File: src/rtl/fifo_check_drain_if.sv
// fifo_check_drain_if
//   Bundles the FIFO read port, the run configuration, the result registers and
//   the ap_* control handshake of fifo_check_drain.
//   slave  : the checker side (fifo_check_drain)
//   master : the sequencer / FIFO side (drives size, times, ap_start, FIFO data/flags)
interface fifo_check_drain_if #(
  parameter int WIDTH = 8
);
  logic [31:0]      size;
  logic [31:0]      times;
  logic             fifo_rd_en;
  logic [WIDTH-1:0] fifo_rd_data;
  logic             fifo_empty;
  logic [31:0]      err_count;
  logic [31:0]      first_err_idx;
  logic [WIDTH-1:0] first_err_data;
  logic             ap_start;
  logic             ap_idle;
  logic             ap_ready;
  logic             ap_done;

  modport slave (
    input  size, times, fifo_rd_data, fifo_empty, ap_start,
    output fifo_rd_en, err_count, first_err_idx, first_err_data,
           ap_idle, ap_ready, ap_done
  );

  modport master (
    output size, times, fifo_rd_data, fifo_empty, ap_start,
    input  fifo_rd_en, err_count, first_err_idx, first_err_data,
           ap_idle, ap_ready, ap_done
  );
endinterface

File: src/rtl/fifo_check_drain.sv
// fifo_check_drain
//   Drains size*times words from the generator FIFO and checks each word against
//   the generator pattern (word index within the pass, modulo 2^WIDTH). Reports a
//   saturating error count plus index/data of the first mismatch.
// Ports
//   ap_clk : clock, all logic on posedge
//   ap_rst : asynchronous active-high reset (aborts a run, no ap_done)
//   bus    : fifo_check_drain_if.slave -- FIFO read port, size/times, results,
//            ap_start/ap_idle/ap_ready/ap_done handshake
// WIDTH must match the WIDTH of the connected interface instance.
//
// state | meaning
// IDLE  | waiting for ap_start; results of the last run held
// RUN   | issuing reads and comparing returned words
// DONE  | one-cycle ap_done pulse, then back to IDLE
module fifo_check_drain #(
  parameter int WIDTH        = 8,
  parameter int STALL_PERIOD = 0
) (
  input  logic               ap_clk,
  input  logic               ap_rst,
  fifo_check_drain_if.slave  bus
);

  typedef enum logic [1:0] {S_IDLE, S_RUN, S_DONE} state_t;

  state_t           state_q, state_d;
  logic [31:0]      size_q, times_q;
  logic [31:0]      iss_word_q, iss_pass_q;   // read-issue position
  logic [31:0]      word_idx_q, pass_idx_q;   // compare position
  logic [31:0]      global_idx_q;
  logic [31:0]      err_count_q, first_err_idx_q;
  logic [WIDTH-1:0] first_err_data_q;
  logic             rd_vld_q;

  logic rd_en, start_acc, stall, idle, ready, done;
  logic last_cmp, mismatch;

  assign last_cmp = (word_idx_q == size_q - 32'd1) && (pass_idx_q == times_q - 32'd1);
  assign mismatch = bus.fifo_rd_data != word_idx_q[WIDTH-1:0];

  always_ff @(posedge ap_clk or posedge ap_rst) begin
    if (ap_rst) state_q <= S_IDLE;
    else        state_q <= state_d;
  end

  // rd_en is purely combinational from state_q, so it falls as soon as the
  // asynchronous reset forces state_q back to IDLE.
  always_comb begin
    state_d   = state_q;
    idle      = 1'b0;
    ready     = 1'b0;
    done      = 1'b0;
    rd_en     = 1'b0;
    start_acc = 1'b0;
    case (state_q)
      S_IDLE: begin
        idle = 1'b1;
        if (bus.ap_start) begin
          ready     = 1'b1;
          start_acc = 1'b1;
          state_d   = (bus.size == 32'd0 || bus.times == 32'd0) ? S_DONE : S_RUN;
        end
      end
      S_RUN: begin
        rd_en = !bus.fifo_empty && (iss_pass_q < times_q) && !stall;
        if (rd_vld_q && last_cmp) state_d = S_DONE;
      end
      S_DONE: begin
        done    = 1'b1;
        state_d = S_IDLE;
      end
      default: state_d = S_IDLE;
    endcase
  end

  generate
    if (STALL_PERIOD > 0) begin : g_stall
      logic [31:0] stall_cnt_q;
      assign stall = (stall_cnt_q == 32'(STALL_PERIOD - 1));
      always_ff @(posedge ap_clk or posedge ap_rst) begin
        if (ap_rst)                stall_cnt_q <= '0;
        else if (start_acc)        stall_cnt_q <= '0;
        else if (state_q == S_RUN) stall_cnt_q <= stall ? 32'd0 : stall_cnt_q + 32'd1;
      end
    end else begin : g_no_stall
      assign stall = 1'b0;
    end
  endgenerate

  always_ff @(posedge ap_clk or posedge ap_rst) begin
    if (ap_rst) begin
      size_q           <= '0;
      times_q          <= '0;
      iss_word_q       <= '0;
      iss_pass_q       <= '0;
      word_idx_q       <= '0;
      pass_idx_q       <= '0;
      global_idx_q     <= '0;
      err_count_q      <= '0;
      first_err_idx_q  <= '0;
      first_err_data_q <= '0;
      rd_vld_q         <= 1'b0;
    end else begin
      rd_vld_q <= rd_en;
      if (start_acc) begin
        size_q           <= bus.size;
        times_q          <= bus.times;
        iss_word_q       <= '0;
        iss_pass_q       <= '0;
        word_idx_q       <= '0;
        pass_idx_q       <= '0;
        global_idx_q     <= '0;
        err_count_q      <= '0;
        first_err_idx_q  <= '0;
        first_err_data_q <= '0;
      end else begin
        if (rd_en) begin
          if (iss_word_q == size_q - 32'd1) begin
            iss_word_q <= '0;
            iss_pass_q <= iss_pass_q + 32'd1;
          end else begin
            iss_word_q <= iss_word_q + 32'd1;
          end
        end
        if (rd_vld_q) begin
          global_idx_q <= global_idx_q + 32'd1;
          if (word_idx_q == size_q - 32'd1) begin
            word_idx_q <= '0;
            pass_idx_q <= pass_idx_q + 32'd1;
          end else begin
            word_idx_q <= word_idx_q + 32'd1;
          end
          if (mismatch) begin
            // count never returns to zero once set, so zero marks "no error yet"
            if (err_count_q == 32'd0) begin
              first_err_idx_q  <= global_idx_q;
              first_err_data_q <= bus.fifo_rd_data;
            end
            if (err_count_q != 32'hFFFF_FFFF) err_count_q <= err_count_q + 32'd1;
          end
        end
      end
    end
  end

  assign bus.fifo_rd_en     = rd_en;
  assign bus.ap_idle        = idle;
  assign bus.ap_ready       = ready;
  assign bus.ap_done        = done;
  assign bus.err_count      = err_count_q;
  assign bus.first_err_idx  = first_err_idx_q;
  assign bus.first_err_data = first_err_data_q;

endmodule

File: src/flat_wrapper.sv
// flat-port wrapper written by rule: the top's interface ports become plain ports
module fifo_check_drain_flat 
#(
  parameter int WIDTH        = 8,
  parameter int STALL_PERIOD = 0
)
  (ap_clk, ap_rst, bus_size, bus_times, bus_fifo_rd_data, bus_fifo_empty, bus_ap_start, bus_fifo_rd_en, bus_err_count, bus_first_err_idx, bus_first_err_data, bus_ap_idle, bus_ap_ready, bus_ap_done);
  fifo_check_drain_if #(.WIDTH(WIDTH)) bus_i ();
  input  logic ap_clk;
  input  logic ap_rst;
  input wire logic [$bits(bus_i.size)-1:0] bus_size;
  input wire logic [$bits(bus_i.times)-1:0] bus_times;
  input wire logic [$bits(bus_i.fifo_rd_data)-1:0] bus_fifo_rd_data;
  input wire logic [$bits(bus_i.fifo_empty)-1:0] bus_fifo_empty;
  input wire logic [$bits(bus_i.ap_start)-1:0] bus_ap_start;
  output wire logic [$bits(bus_i.fifo_rd_en)-1:0] bus_fifo_rd_en;
  output wire logic [$bits(bus_i.err_count)-1:0] bus_err_count;
  output wire logic [$bits(bus_i.first_err_idx)-1:0] bus_first_err_idx;
  output wire logic [$bits(bus_i.first_err_data)-1:0] bus_first_err_data;
  output wire logic [$bits(bus_i.ap_idle)-1:0] bus_ap_idle;
  output wire logic [$bits(bus_i.ap_ready)-1:0] bus_ap_ready;
  output wire logic [$bits(bus_i.ap_done)-1:0] bus_ap_done;
  assign bus_i.size = bus_size;
  assign bus_i.times = bus_times;
  assign bus_i.fifo_rd_data = bus_fifo_rd_data;
  assign bus_i.fifo_empty = bus_fifo_empty;
  assign bus_i.ap_start = bus_ap_start;
  assign bus_fifo_rd_en = bus_i.fifo_rd_en;
  assign bus_err_count = bus_i.err_count;
  assign bus_first_err_idx = bus_i.first_err_idx;
  assign bus_first_err_data = bus_i.first_err_data;
  assign bus_ap_idle = bus_i.ap_idle;
  assign bus_ap_ready = bus_i.ap_ready;
  assign bus_ap_done = bus_i.ap_done;
  fifo_check_drain #(.WIDTH(WIDTH), .STALL_PERIOD(STALL_PERIOD)) u_core (.ap_clk(ap_clk), .ap_rst(ap_rst), .bus(bus_i));
endmodule
File: config.mk
export PLATFORM = sky130hd
export DESIGN_NAME = fifo_check_drain_flat
export DESIGN_NICKNAME = d
export VERILOG_FILES = /design/src/rtl/fifo_check_drain_if.sv /design/src/rtl/fifo_check_drain.sv /design/src/flat_wrapper.sv
export SDC_FILE = /design/constraint.sdc
export NUM_CORES = 1
export LEC_CHECK = 0
export ABC_CLOCK_PERIOD_IN_PS = 14110
export BUFFER_PORTS_ARGS = -buffer_cell sky130_fd_sc_hd__buf_2
export CAP_MARGIN = 25
export CELL_PAD_IN_SITES_DETAIL_PLACEMENT = 0
export CELL_PAD_IN_SITES_GLOBAL_PLACEMENT = 2
export CORE_UTILIZATION = 30
export CTS_CLUSTER_SIZE = 14
export DETAILED_ROUTE_END_ITERATION = 7
export GPL_TIMING_DRIVEN = 0
export PLACE_DENSITY_LB_ADDON = 0.15
export SLEW_MARGIN = 40
export SYNTH_ARGS = -nofsm -noshare
export SYNTH_HDL_FRONTEND = slang
export SYNTH_SLANG_ARGS = --single-unit
File: constraint.sdc
create_clock -name ap_clk -period 14.11 [get_ports ap_clk]
set_input_delay 2.1165 -clock ap_clk [delete_from_list [all_inputs] [get_ports ap_clk]]
set_output_delay 2.1165 -clock ap_clk [all_outputs]
set_load 0.02 [all_outputs]
# Yosys cells after proc, flatten, opt, wreduce, memory -nomap -nowiden

Index checks and enable logic that the tools add are counted.

$add $sub $neg: 8
Equal/unequal tests: 9
Reduce and logical (&&, ||, !) cells: 21
Muxes and demuxes: 35
Order comparisons: 1

Operator list:

| operator                                               | number |
|---|---|
| 2-to-1 mux 32 bit                                      | 22 |
| adder 32 x 1 -> 32 bit (second input constant)         | 6 |
| equality test 32 bit                                   | 3 |
| zero test 32 bit                                       | 3 |
| subtractor 32 x 1 -> 32 bit (second input constant)    | 2 |
| < comparator 32 bit                                    | 1 |
| 2-to-1 mux 8 bit                                       | 4 |
| inequality test 32 bit (second input constant)         | 1 |
| nonzero test 2 bit                                     | 7 |
| inequality test 8 bit                                  | 1 |
| 2-to-1 mux 2 bit                                       | 3 |
| AND reduction 2 bit                                    | 3 |
| AND reduction 3 bit                                    | 2 |
| 2-to-1 mux 1 bit                                       | 5 |
| one-hot mux 2 bit (2 select lines)                     | 1 |
| logical AND 1 bit                                      | 3 |
| equality test 2 x 1 -> 1 bit (second input constant)   | 1 |
| equality test 2 bit (second input constant)            | 1 |
| zero test 2 bit                                        | 1 |
| inequality test 2 x 1 -> 1 bit (second input constant) | 1 |
| inequality test 2 bit (second input constant)          | 1 |
| zero test 1 bit                                        | 1 |
| logical OR 1 bit                                       | 1 |

Bits of input ports: 76
Flip-flop bits (word level): 299
Word-level logic and storage cells: 86
Output and inout bits: 76

# Logic depth before layout (Yosys ltp)

Gate-level depths: netlist (run 1).

Depth in word-level cells: 6
Mapped depth: 15
Depth with buffers taken out: 12

# Least setup slack after synthesis (run 1)

No wires, ideal clock.

Path type: input to output
From: in bus_ap_start
To: out bus_ap_ready
Slack: 8.685 ns
Buffers on the path: 3
Required time: 11.993 ns
Data arrival time: 3.309 ns
Stages on the path: 5
Cells stage by stage: nand2_1 > inv_1 > clkbuf_1 > clkbuf_1 > clkbuf_1

Word-level cells in the longest chain between the ends: 2

RTL lines:

| element          | RTL line               | RTL |
|---|---|---|
| from (decl)      | flat_wrapper.sv:15     | `input wire logic [$bits(bus_i.ap_start)-1:0] bus_ap_start;` |
| 2-to-1 mux 1 bit | fifo_check_drain.sv:59 | `if (bus.ap_start) begin` |
| 2-to-1 mux 1 bit | fifo_check_drain.sv:56 | `case (state_q)` |
| to (decl)        | flat_wrapper.sv:21     | `output wire logic [$bits(bus_i.ap_ready)-1:0] bus_ap_ready;` |

No other way between the ends.

# Worst setup path in the final report (run 1)

Ends and elaborated chain as after synthesis.

==> results of run 1 <==
-- cell usage in the layout (no fill, tap or decap), drive strengths merged, types with 8 or more instances in the layout --
cell type / instances
a21o: 12
a21oi: 63
a31oi: 19
and2: 12
and3: 44
and4: 10
buf: 177
clkbuf: 185
dfrtp: 299
ha: 40
inv: 72
mux2i: 15
nand2: 392
nand2b: 39
nand3: 99
nand4: 73
nand4b: 9
nor2: 169
nor2b: 15
nor3: 62
nor4: 68
nor4b: 9
o2111ai: 8
o211ai: 13
o21ai: 132
o22ai: 8
o311ai: 17
o31ai: 30
o41ai: 18
or2: 10
or3: 20
or4: 44
xnor2: 116
xor2: 97
-- path summary, 6_finish.rpt --
check	end	slack (ns)	cells past startpoint
hold / removal	u_core.state_q[0]	0.47	1
max in group asynchronous	u_core.size_q[21]	11.26	5
hold reg to reg	u_core.state_q[0]	0.47	1
min in group asynchronous	u_core.bus.first_err_idx[12]	1.56	2
setup reg to reg	u_core.pass_idx_q[22]	8.60	13
setup / recovery	bus_ap_ready	7.28	7
-- report_power, final --
part | leakage, nW | internal, W | switching, W
logic | 4.83 | 0.000379 | 0.000714
clock network | 0.649 | 0.000619 | 0.000423
registers | 3.92 | 0.00101 | 0.000153
-- stage by stage --
| step | area, um^2 | setup WS [ns] | utilization |
|---|---|---|---|
| finish | 22100 | 7.28 | 0.358 |
| global route | 22100 | 7.19 | 0.358 |
| CTS | 22100 | 7.18 | 0.358 |
| detailed placement | 20800 | 7.18 | 0.336 |
| global placement | 20600 | -0.864 | 0.333 |
| floorplan | 18800 | 3.73 | - |
-- final cells by class --
type / instances / area [um^2]
fill: 6457 / 39700
tap: 837 / 1050
inverter: 70 / 270
sequential: 299 / 7480
clock inverter: 9 / 128
timing repair buffer: 159 / 911
multi-input combinational: 1742 / 10500
buffer: 141 / 553
clock buffer: 62 / 1190
-- cell families after synthesis --
kind of cell / count (synthesis)
adders and majority gates: 40
xor gates and xnor gates: 218
DFF: 299
and+or+nand+nor: 1091
muxes: 19
AOI/OAI and AO/OA: 374
buffers and inverters: 211
-- critical path, delay by kind of cell --
family                 cells  cell delay, ns
and+or+nand+nor            1            0.25
buffers and inverters      6            2.32
-- sequential cells by signal, indices dropped and copies added (netlist names) --
register and flops:
u_core.global_idx_q 32, u_core.size_q 32, u_core.pass_idx_q 32, u_core.bus.first_err_idx 32, u_core.bus.first_err_data 8, u_core.rd_vld_q 1, u_core.state_q 2, u_core.iss_pass_q 32
u_core.times_q 32, u_core.word_idx_q 32, u_core.iss_word_q 32, u_core.bus.err_count 32
-- metal layers --
layer	share of wire	track usage
met2	0.46	0.367
met5	0	0
met1	0.46	0.316
met3	0.044	0.0261
met4	0.035	0.0840
==> results.py, run 1 <==
metrics = {
    "run_status": {
        "status": "completed",
    },
    "cts": {
        "holdBufCountCts": 0,
        "cts_setup_buffers": 0,
        "cts_resized": 0,
        "clk_latency_ns": 0.58,
        "cts-htree-levels": 2,
        "cts_tree": "done",
        "cts_buffers": 40,
        "clockBufferDepth": 3,
        "cts_num_sinks": 299,
        "clkSlewWorstSetupHoldPaths_ns": 0.06,
        "root_buffer": "clkbuf_16",
    },
    "route": {
        "viasPerCell": 5.30,
        "drt_iter0_markers": 1267,
        "vias": 17605,
        "route.detailed.drc": 0,
        "totalWireLength_um": 72400,
        "routedWlPerCell_um": 21.8,
        "ant_nets": 0,
        "drt_pass1_iterations": 5,
    },
    "global_routing": {
        "antenna_found_initial": 1,
        "grt_usage": 0.229,
        "grt_pass1_vias": 17511,
        "grt_first_pass_wirelength_um": 111000,
        "grt_max_degree": 58,
        "grt_remaining_overflow": 0,
    },
    "floorplan": {
        "start_util": 0.304,
        "io-pin-count": 152,
        "fp.dieW_um": 252,
        "coreArea_mm2": 0.0618,
        "dieArea_mm2": 0.0637,
        "die_h_um": 252,
        "num_rows": 91,
    },
    "synth": {
        "synthSimpleGateAreaFrac": 0.289,
        "synth_top_cell_by_area": "dfrtp_1",
        "synthTopCellsByArea": "dfrtp_1, nand2_1, xnor2_1",
        "ys_seq_elements": 299,
        "synth.avg_cell_area_um2": 8.35,
        "synth-main-ff-cell": "dfrtp_1",
        "syn_area_mm2": 0.0188,
        "synth.distinct_cells": 74,
        "synth_top_family_by_area": "simple AND/OR/NAND/NOR gates",
        "synth_top_area_frac": 0.398,
        "synth_xor_area_frac": 0.105,
        "synth-edff-count": 0,
        "ys_warn_count": 0,
        "synth_seq_area_share": 0.398,
        "syn_nets": 2368,
        "synth_most_common_cell": "nand2_1",
        "synthArstFlopShare": 1.00,
        "synth.cells.most_frequent": "nand2_1, dfrtp_1, nor2_1, o21ai_0, clkbuf_1",
        "synth-compound-area-share": 0.128,
        "synth.area.mux_share": 0.0104,
        "synth_fa_ha_area_frac": 0.0266,
        "syn_inst": 2252,
    },
    "timing": {
        "final_max_slew_viol_count": 0,
        "finalSetupViolCount": 0,
        "fin_crit_sh": 0.484,
        "fin_hold_ws_ns": 0.468,
        "fmax_ghz": 0.146,
        "maxSlewHeadroom": 0.397,
        "clock_skew_ns": 0.0189,
        "hold_viol": 0,
        "rsz0062_at_grt": "no",
        "min_period_ns": 6.83,
        "worstMarginPinSlew_ns": 0.896,
        "setup_tns_ns": 0,
    },
    "place": {
        "placed_cells": 3248,
        "port_buffers": 151,
        "place_hpwl_um": 55000,
        "place.gp.congestion": 0.921,
    },
    "critical_path": {
        "path_class": "in2out",
        "crit_fanout": 10,
        "endpoint_kind": "output port",
        "path_cells": "buf_2 -> nand2_1 -> inv_1 -> clkbuf_2 -> clkbuf_1 -> clkbuf_2 -> buf_2",
        "crit_slowest_cell": "clkbuf_1",
        "slowest_delay_ns": 0.68,
        "critPathLaunch": "bus_ap_start",
        "start_kind": "primary input",
        "cp.arrival_ns": 4.72,
        "required_ns": 11.99,
        "reg2reg_from": "u_core.size_q[3]",
    },
    "power": {
        "p_total_w": 0.00330,
        "p_leak_nw": 9.40,
        "power.density_mw_per_mm2": 149,
        "ir_worst_vdd_uv": 80.7,
    },
    "flow_run": {
        "cap_violations": 0,
    },
    "final_layout": {
        "area_delta_synth_final_pct": 17.7,
        "num-nets-final": 2569,
        "drive_gt1_frac": 0.107,
        "fin_cells": 3319,
        "antenna_cells": 0,
    },
    "worst_hold_path": {
        "min_path_type": "reg2reg",
        "min_from": "u_core.state_q[1]",
    },
}
Note: power is estimated with default switching activity, not from simulation.
==> run 2, diff against run 1 <==
- ABC_CLOCK_PERIOD_IN_PS: 14110 -> 6400
- clock period: 14.11 -> 6.4 ns (I/O delays scaled with it)
==> run 2 against run 1 <==
  * Sequential share of layout area shrank 0.14 points
  * Worst setup slack lost 6.4 ns
  * Global-route usage shrank 0.29 points
  * Register-to-register slack lost 7.7 ns
  * Total power grew 120%
  * Critical path depth grew 6
  * Highest routed layer unchanged
  * Critical path type is now reg2reg
  * Sequential power grew 120%
  * Clock power grew 110%
  * Routed wire length shrank 0.26%
  * Count of clock-buffer cells in the layout shrank 4
==> results.py, run 2 (same netlist as run 1, synthesis figures left out) <==
metrics = {
    "final_layout": {
        "num-nets-final": 2578,
        "mostFrequentLayoutCell": "nand2_1",
        "area_delta_synth_final_pct": 18.2,
        "final_area_mm2": 0.0222,
        "drive_gt1_frac": 0.109,
        "fill_cells": 6447,
        "layout_common_cells": "nand2_1, dfrtp_1, nor2_1",
    },
    "critical_path": {
        "crit_slowest_cell": "nor4_1",
        "start_kind": "register",
        "slowest_delay_ns": 0.75,
        "cp_common_cell": "clkbuf_1",
        "cp.arrival_ns": 5.89,
        "endpoint_kind": "register",
        "required_ns": 6.81,
        "path_class": "reg2reg",
        "path_cells": "clkbuf_1 -> nor4_1 -> nand3_1 -> or2_1 -> clkbuf_1 -> a211oi_1 -> nor3_1 -> or4_1 -> nand4b_1 -> clkbuf_1 -> clkbuf_1 -> o311ai_0 -> o41ai_1",
        "crit_fanout": 10,
    },
    "power": {
        "p_leak_nw": 9.44,
        "ir_worst_vdd_uv": 203,
        "power.density_mw_per_mm2": 321,
        "p_total_w": 0.00713,
    },
    "cts": {
        "clk_latency_ns": 0.56,
        "cts_num_sinks": 299,
        "cts-htree-levels": 2,
        "cts_tree": "done",
        "cts_setup_buffers": 0,
        "root_buffer": "clkbuf_16",
        "clockBufferDepth": 3,
        "cts_resized": 0,
        "holdBufCountCts": 0,
        "clkSlewWorstSetupHoldPaths_ns": 0.06,
        "cts_buffers": 40,
    },
    "route": {
        "ant_nets": 0,
        "drt_iter0_markers": 1264,
        "drt_pass1_iterations": 5,
        "vias": 17772,
        "totalWireLength_um": 72200,
        "routedWlPerCell_um": 21.7,
        "route.detailed.drc": 0,
        "viasPerCell": 5.35,
    },
    "timing": {
        "rsz0062_at_grt": "no",
        "setup_tns_ns": 0,
        "final_max_slew_viol_count": 0,
        "clock_skew_ns": 0.0130,
        "min_period_ns": 5.48,
        "hold_viol": 0,
        "fmax_ghz": 0.182,
        "finalSetupViolCount": 0,
        "worstMarginPinSlew_ns": 0.836,
        "maxSlewHeadroom": 0.439,
        "fin_crit_sh": 0.857,
    },
    "floorplan": {
        "start_util": 0.304,
        "die_h_um": 252,
        "dieArea_mm2": 0.0637,
        "fp.dieW_um": 252,
        "io-pin-count": 152,
        "coreArea_mm2": 0.0618,
        "num_rows": 91,
    },
    "place": {
        "port_buffers": 151,
        "place.gp.congestion": 0.912,
        "placedInstanceArea_mm2": 0.0210,
        "place_hpwl_um": 55600,
    },
    "global_routing": {
        "grt_usage": 0.226,
        "grt_first_pass_wirelength_um": 110000,
        "grt_remaining_overflow": 0,
        "grt_max_degree": 25,
        "grt_pass1_vias": 17297,
        "antenna_found_initial": 1,
    },
    "run_status": {
        "status": "completed",
    },
    "worst_hold_path": {
        "min_path_type": "in2async",
    },
    "flow_run": {
        "cap_violations": 0,
    },
}
==> run 2: cell count changes in the layout (fill, tap and decap cells not counted), sizes merged <==
cell,before,now
buf,177,186
clkbuf,185,181
inv,72,70
bufinv,2,1
clkinvlp,0,1
diode,0,1
==> run 2: power breakdown <==
part / switching, W / total [W] / leakage [nW] / internal, W
Combinational: 0.00157 / 0.00242 / 4.92 / 0.000847
Sequential: 0.000336 / 0.00256 / 3.92 / 0.00223
Clock: 0.000881 / 0.00215 / 0.597 / 0.00127
Total: 0.00279 / 0.00713 / 9.44 / 0.00434
==> run 2: path summary, 6_finish.rpt <==
path | from | to | slack [ns] | depth (start not counted)
min reg2reg | u_core.state_q[1] | u_core.state_q[0] | 0.47 | 1
min in group ap_clk | u_core.state_q[1] | u_core.state_q[0] | 0.47 | 1
max in group asynchronous | ap_rst | u_core.bus.err_count[8] | 4.75 | 7
max reg2reg | u_core.size_q[3] | u_core.pass_idx_q[22] | 0.92 | 13
min | ap_rst | u_core.global_idx_q[2] | 0.41 | 2
max | u_core.size_q[3] | u_core.pass_idx_q[22] | 0.92 | 13
==> run 2: final cells by class <==
type                       instances  area [um^2]  area share
inverter                          70          267      0.0120
timing repair buffer             168         1110      0.0500
clock buffer                      58         1140      0.0512
clock inverter                     7         75.1     0.00338
multi-input combinational       1742        10500       0.474
antenna                            1         2.50    0.000113
buffer                           141          554      0.0249
tap                              837         1050      0.0471
sequential                       299         7480       0.337
==> run 2: routing by layer <==
metal	vias up	GRT usage	part of all wire	routed length, um
li1	8427	-	-	-
met1	8826	0.311	0.47	33700
met2	425	0.366	0.46	33300
met3	94	0.0292	0.043	3070
met4	0	0.0712	0.030	2160
met5	-	0	0	0
==> run 2: through the flow <==
| step | utilization | hold WS [ns] | setup slack [ns] | std cells |
|---|---|---|---|---|
| 6_report | 0.359 | 0.415 | 0.918 | 3323 |
| 5_1_grt | 0.359 | 0.408 | 0.792 | 3322 |
| 4_1_cts | 0.359 | 0.389 | 1.03 | 3322 |
| 3_5_place_dp | 0.340 | 0.463 | 1.07 | 3257 |
| 3_3_place_gp | 0.333 | 0.447 | -0.987 | 3240 |
| 2_1_floorplan | - | 0.427 | 1.47 | 2252 |
==> run 2: worst max-delay path: cells and delay by family, from the launching register on <==
| kind | cells | cell delay, ns |
|---|---|---|
| buffers and inverters | 4 | 1.27 |
| AND/OR/NAND/NOR | 6 | 2.85 |
| AO/OA/AOI/OAI | 3 | 0.83 |
| flip-flops | 1 | 0.36 |
